File: src/rtl/led_mode_ctrl.sv
// LED pattern controller: prescaled step strobe driving LEFT/RIGHT/PINGPONG/BLINK patterns.
// Optional BLINK mode is built only when LED_BLINK_MODE_EN is defined.
module led_mode_ctrl #(
    parameter int unsigned TICK_MAX = 24_999_999
) (
    input  logic       clk,
    input  logic       rst,
    input  logic       mode_next,
    input  logic       pause,
    output logic [7:0] led,
    output logic [1:0] mode,
    output logic       tick
);

`ifdef LED_BLINK_MODE_EN
    typedef enum logic [1:0] {StLeft = 2'd0, StRight = 2'd1, StPingpong = 2'd2, StBlink = 2'd3}
        state_e;
`else
    typedef enum logic [1:0] {StLeft = 2'd0, StRight = 2'd1, StPingpong = 2'd2} state_e;
`endif

    state_e      state_q, state_d, state_nxt;
    logic [7:0]  led_q, led_d, step_led, seed_led;
    logic [31:0] cnt_q, cnt_d;
    logic        dir_q, dir_d, step_dir;  // dir: 1 = toward MSB
    logic        tick_q, tick_d;

    // Mode sequence and seed of the mode being entered.
    always_comb begin
        state_nxt = StLeft;
        seed_led  = 8'h01;
        case (state_q)
            StLeft:     state_nxt = StRight;
`ifdef LED_BLINK_MODE_EN
            StPingpong: state_nxt = StBlink;
            StBlink:    state_nxt = StLeft;
`else
            StPingpong: state_nxt = StLeft;
`endif
            default:    state_nxt = StPingpong;
        endcase
        case (state_nxt)
            StRight: seed_led = 8'h80;
`ifdef LED_BLINK_MODE_EN
            StBlink: seed_led = 8'hff;
`endif
            default: seed_led = 8'h01;
        endcase
    end

    // Pattern advance applied on a prescaler terminal count.
    always_comb begin
        step_led = led_q;
        step_dir = dir_q;
        case (state_q)
            StLeft:  step_led = {led_q[6:0], led_q[7]};
            StRight: step_led = {led_q[0], led_q[7:1]};
            StPingpong: begin
                if (led_q == 8'h80) begin
                    step_dir = 1'b0;
                    step_led = {1'b0, led_q[7:1]};
                end else if (led_q == 8'h01) begin
                    step_dir = 1'b1;
                    step_led = {led_q[6:0], 1'b0};
                end else if (dir_q) begin
                    step_led = {led_q[6:0], 1'b0};
                end else begin
                    step_led = {1'b0, led_q[7:1]};
                end
            end
`ifdef LED_BLINK_MODE_EN
            StBlink: step_led = ~led_q;
`endif
            default: step_led = led_q;
        endcase
    end

    // mode_next has priority over pause and over a coincident terminal count.
    always_comb begin
        state_d = state_q;
        led_d   = led_q;
        cnt_d   = cnt_q;
        dir_d   = dir_q;
        tick_d  = 1'b0;
        if (mode_next) begin
            state_d = state_nxt;
            led_d   = seed_led;
            cnt_d   = 32'd0;
            dir_d   = 1'b1;
        end else if (!pause) begin
            if (cnt_q == TICK_MAX) begin
                cnt_d  = 32'd0;
                tick_d = 1'b1;
                led_d  = step_led;
                dir_d  = step_dir;
            end else begin
                cnt_d = cnt_q + 32'd1;
            end
        end
    end

    always_ff @(posedge clk or posedge rst) begin
        if (rst) begin
            state_q <= StLeft;
            led_q   <= 8'h01;
            cnt_q   <= 32'd0;
            dir_q   <= 1'b1;
            tick_q  <= 1'b0;
        end else begin
            state_q <= state_d;
            led_q   <= led_d;
            cnt_q   <= cnt_d;
            dir_q   <= dir_d;
            tick_q  <= tick_d;
        end
    end

    assign led  = led_q;
    assign mode = state_q;
    assign tick = tick_q;

endmodule
File: config.mk
export PLATFORM = sky130hd
export DESIGN_NAME = led_mode_ctrl
export DESIGN_NICKNAME = d
export VERILOG_FILES = /design/src/rtl/led_mode_ctrl.sv
export SDC_FILE = /design/constraint.sdc
export NUM_CORES = 1
export LEC_CHECK = 0
export CAP_MARGIN = 10
export CORE_MARGIN = 5
export CORE_UTILIZATION = 45
export CTS_BUF_LIST = sky130_fd_sc_hd__clkbuf_4
export DETAILED_ROUTE_END_ITERATION = 8
export PLACE_DENSITY = 0.68
export SLEW_MARGIN = 5
export SYNTH_ARGS = -nofsm -noshare
export SYNTH_HDL_FRONTEND = slang
export SYNTH_SLANG_ARGS = --single-unit
File: constraint.sdc
create_clock -name clk -period 3 [get_ports clk]
set_input_delay 0.6 -clock clk [delete_from_list [all_inputs] [get_ports clk]]
set_output_delay 0.6 -clock clk [all_outputs]
set_load 0.05 [all_outputs]
==> reports/results.txt <==
CP Data Arrival Time - 1830 ps
DP Worst Slack - 413 ps
Setup crit end kind - primary output
Final wirelength - 5.18 mm
Avg Vias per Cell - 5.58
H-tree Lvls - 2
Initial antenna violation count - 0
CTS resizes - 0
Hold Crit Depth - 2
Synthesized instance count - 263
Sequential standard cell area - 1100 um2
First drt pass iteration count - 6
Final min period - 2430 ps
Post-route clock period utilization - 0.809
VDD IR-drop max - 0.499 mV
Number of synthesis warnings - 0
FMAX - 0.412 GHz
Largest net degree at the start of global routing - 45
R2r worst-path depth - 7
Vias - 1965
CP Buf/Inv Count - 1
PwrDens - 508 nW/um2
Simple-Gate Fraction of Synth Area - 0.294
Num rows - 26
Crit path largest cell delay - 830 ps
Post-CTS Hold Buffers - 0
Post-Synth Adder-Cell Area - 0.0204
Worst reg2reg startpoint - cnt_q[0]
Detail Route Antenna Nets - 0
Ys flop type - dfrtp_1
Syn nets - 271
DR iter-0 viols - 123
Crit start category - flop
Synth Area in Compound Gates - 0.0867
Post-synthesis mux area share - 0.0168
DIE WIDTH - 83.8 um
Final worst setup slack - 573 ps
Hold Path Class - flop to flop
Number of buffers created by CTS - 5
Height of the die - 83.8 um
Post-route cell area - 2740 um2
GRT Util Overall - 0.156
Wire per inst - 14.7 um
DRC - 0
Reg-to-reg endpoint - cnt_q[3]
FILL cells - 489
Area of the multi-input gates - 1290 um2
Die ar. - 7030 um2
First-pass GRT wire length - 9.08 mm
EDFF count, synth - 0
Synth top area share - 0.429
Clock Tree Root - clkbuf_4
Clk buf depth - 2
CP delay by family, top - buffers and inverters
GP Congestion - 0.811
Dominant cell type by area after synthesis - dfrtp_1
Hold_sp - cnt_q[30]
Reg2Reg Setup Slack - 660 ps
Slowest stage cell on the critical path - clkdlybuf4s50_1
WHS Endpoint - cnt_q[30]
RSZ-0062 raised after global routing - false
Final hold violation count - 0
Number of setup buffers added after CTS - 0
Worst slew pin tran - 662 ps
Synth cell count leaders - 42 x dfrtp_1, 42 x nor2_1, 24 x nand2_1, 16 x xnor2_1, 14 x xor2_1
# nets final - 289
Total gr overflow - 0
Clock Latency Late Sink - 360 ps
Register area share after synthesis - 0.450
Initial core utilization - 0.471
Post-DP HPWL - 3.67 mm
Layout cells sized above 1 - 0.0745
Setup TNS - 0 ps
Required time of the critical path - 2400 ps
Synthesis-stage register bit count - 44
Status - complete, no violations
Top post-synthesis cells by area - dfrtp_1 43%, nor2_1 6.4%, xnor2_1 5.7%
XOR/XNOR Fraction of Synth Area - 0.107
CTS sink cnt - 44
Static leakage - 1.07 nW
Slew HR - 0.559
CTS tree - built
Post-Syn Area - 2450 um2
Vias in the first global route - 1863
Post-synthesis average cell area - 9.32 um2
CP Class - flop to primary output
I/O pins - 15
Antenna diode count - 0
Reg clk slew, reported paths - 130 ps
Crit-path cells - clkdlybuf4s50_1
Critical path fanouts, max - 8
Max-slew violations - 0
Async S/R FF share, synth - 1.00
Synth cell types - 50
Area Overhead vs Synth - 11.8%
I/O Buffers - 14
Core area - 5200 um2
DP Area - 2690 um2
Largest family of logic cells by synthesized area - simple AND/OR/NAND/NOR gates
Setup violations, final - 0
Worst-case clock skew - 12.3 ps
Max-Cap Viols - 0
how the worst max path moves through the flow:
stage / from / endpoint / slack (ps) / cells after the start
finish: led[0] / led[0] / 570 / 1
global route: cnt_q[0] / led[5] / 350 / 6
CTS: led[0] / led[0] / 560 / 1
detailed placement: pause / cnt_q[29] / 410 / 5
global placement: pause / led[6] / 470 / 5
floorplan: mode[0] / led[1] / 800 / 7
flip-flops by register name, indices dropped and copies added (netlist names):
signal  count
cnt_q      32
tick        1
mode        2
led         8
dir_q       1
metal layers:
metal | part of all wire | global-route usage
met5 | 0 | 0
met4 | 0.012 | 0.0468
met3 | 0.040 | 0.0355
met2 | 0.47 | 0.249
met1 | 0.48 | 0.213
stage by stage:
stage	cells	utilization	power, mW	hold WS [ps]
final	352	0.527	1.39	579
after global routing	352	0.527	1.48	611
after CTS	352	0.527	1.41	581
after detailed placement	344	0.516	1.11	554
after global placement	344	0.516	1.11	545
after floorplan	263	-	0.990	511
logic make-up (layout without fill, tap and decap cells):
group,Yosys count,in the layout
AO/OA/AOI/OAI,29,29
XOR/XNOR,30,30
adder cells (fa/ha/maj),4,4
buffers and inverters,13,32
flip-flops,44,44
multiplexers,4,4
AND/OR/NAND/NOR,139,139
power breakdown:
group | total, mW | switching (mW) | internal [mW]
logic | 0.434 | 0.290 | 0.144
clock network | 0.287 | 0.189 | 0.0985
registers | 0.672 | 0.0436 | 0.629
cell type report:
type / instances / share of cell area
repair buffers: 18 / 0.0666
flip-flops and latches: 44 / 0.403
well taps: 70 / 0.0319
inverters: 6 / 0.00822
clock inverters: 2 / 0.00411
clock buffers: 6 / 0.0164
multi-input cells: 206 / 0.470
placed cells by master, fill, tap and decap left out, types with 8 or more instances in the layout:
master | netlist | routed
xnor2_1 | 16 | 16
nand2_1 | 24 | 24
clkdlybuf4s50_1 | 0 | 14
nor3_1 | 10 | 10
nor2_1 | 42 | 42
dfrtp_1 | 42 | 42
nor4_1 | 8 | 8
xor2_1 | 14 | 14
nand3_1 | 11 | 11
nand4_1 | 13 | 13
No activity file was read; power rests on OpenSTA's default activity.
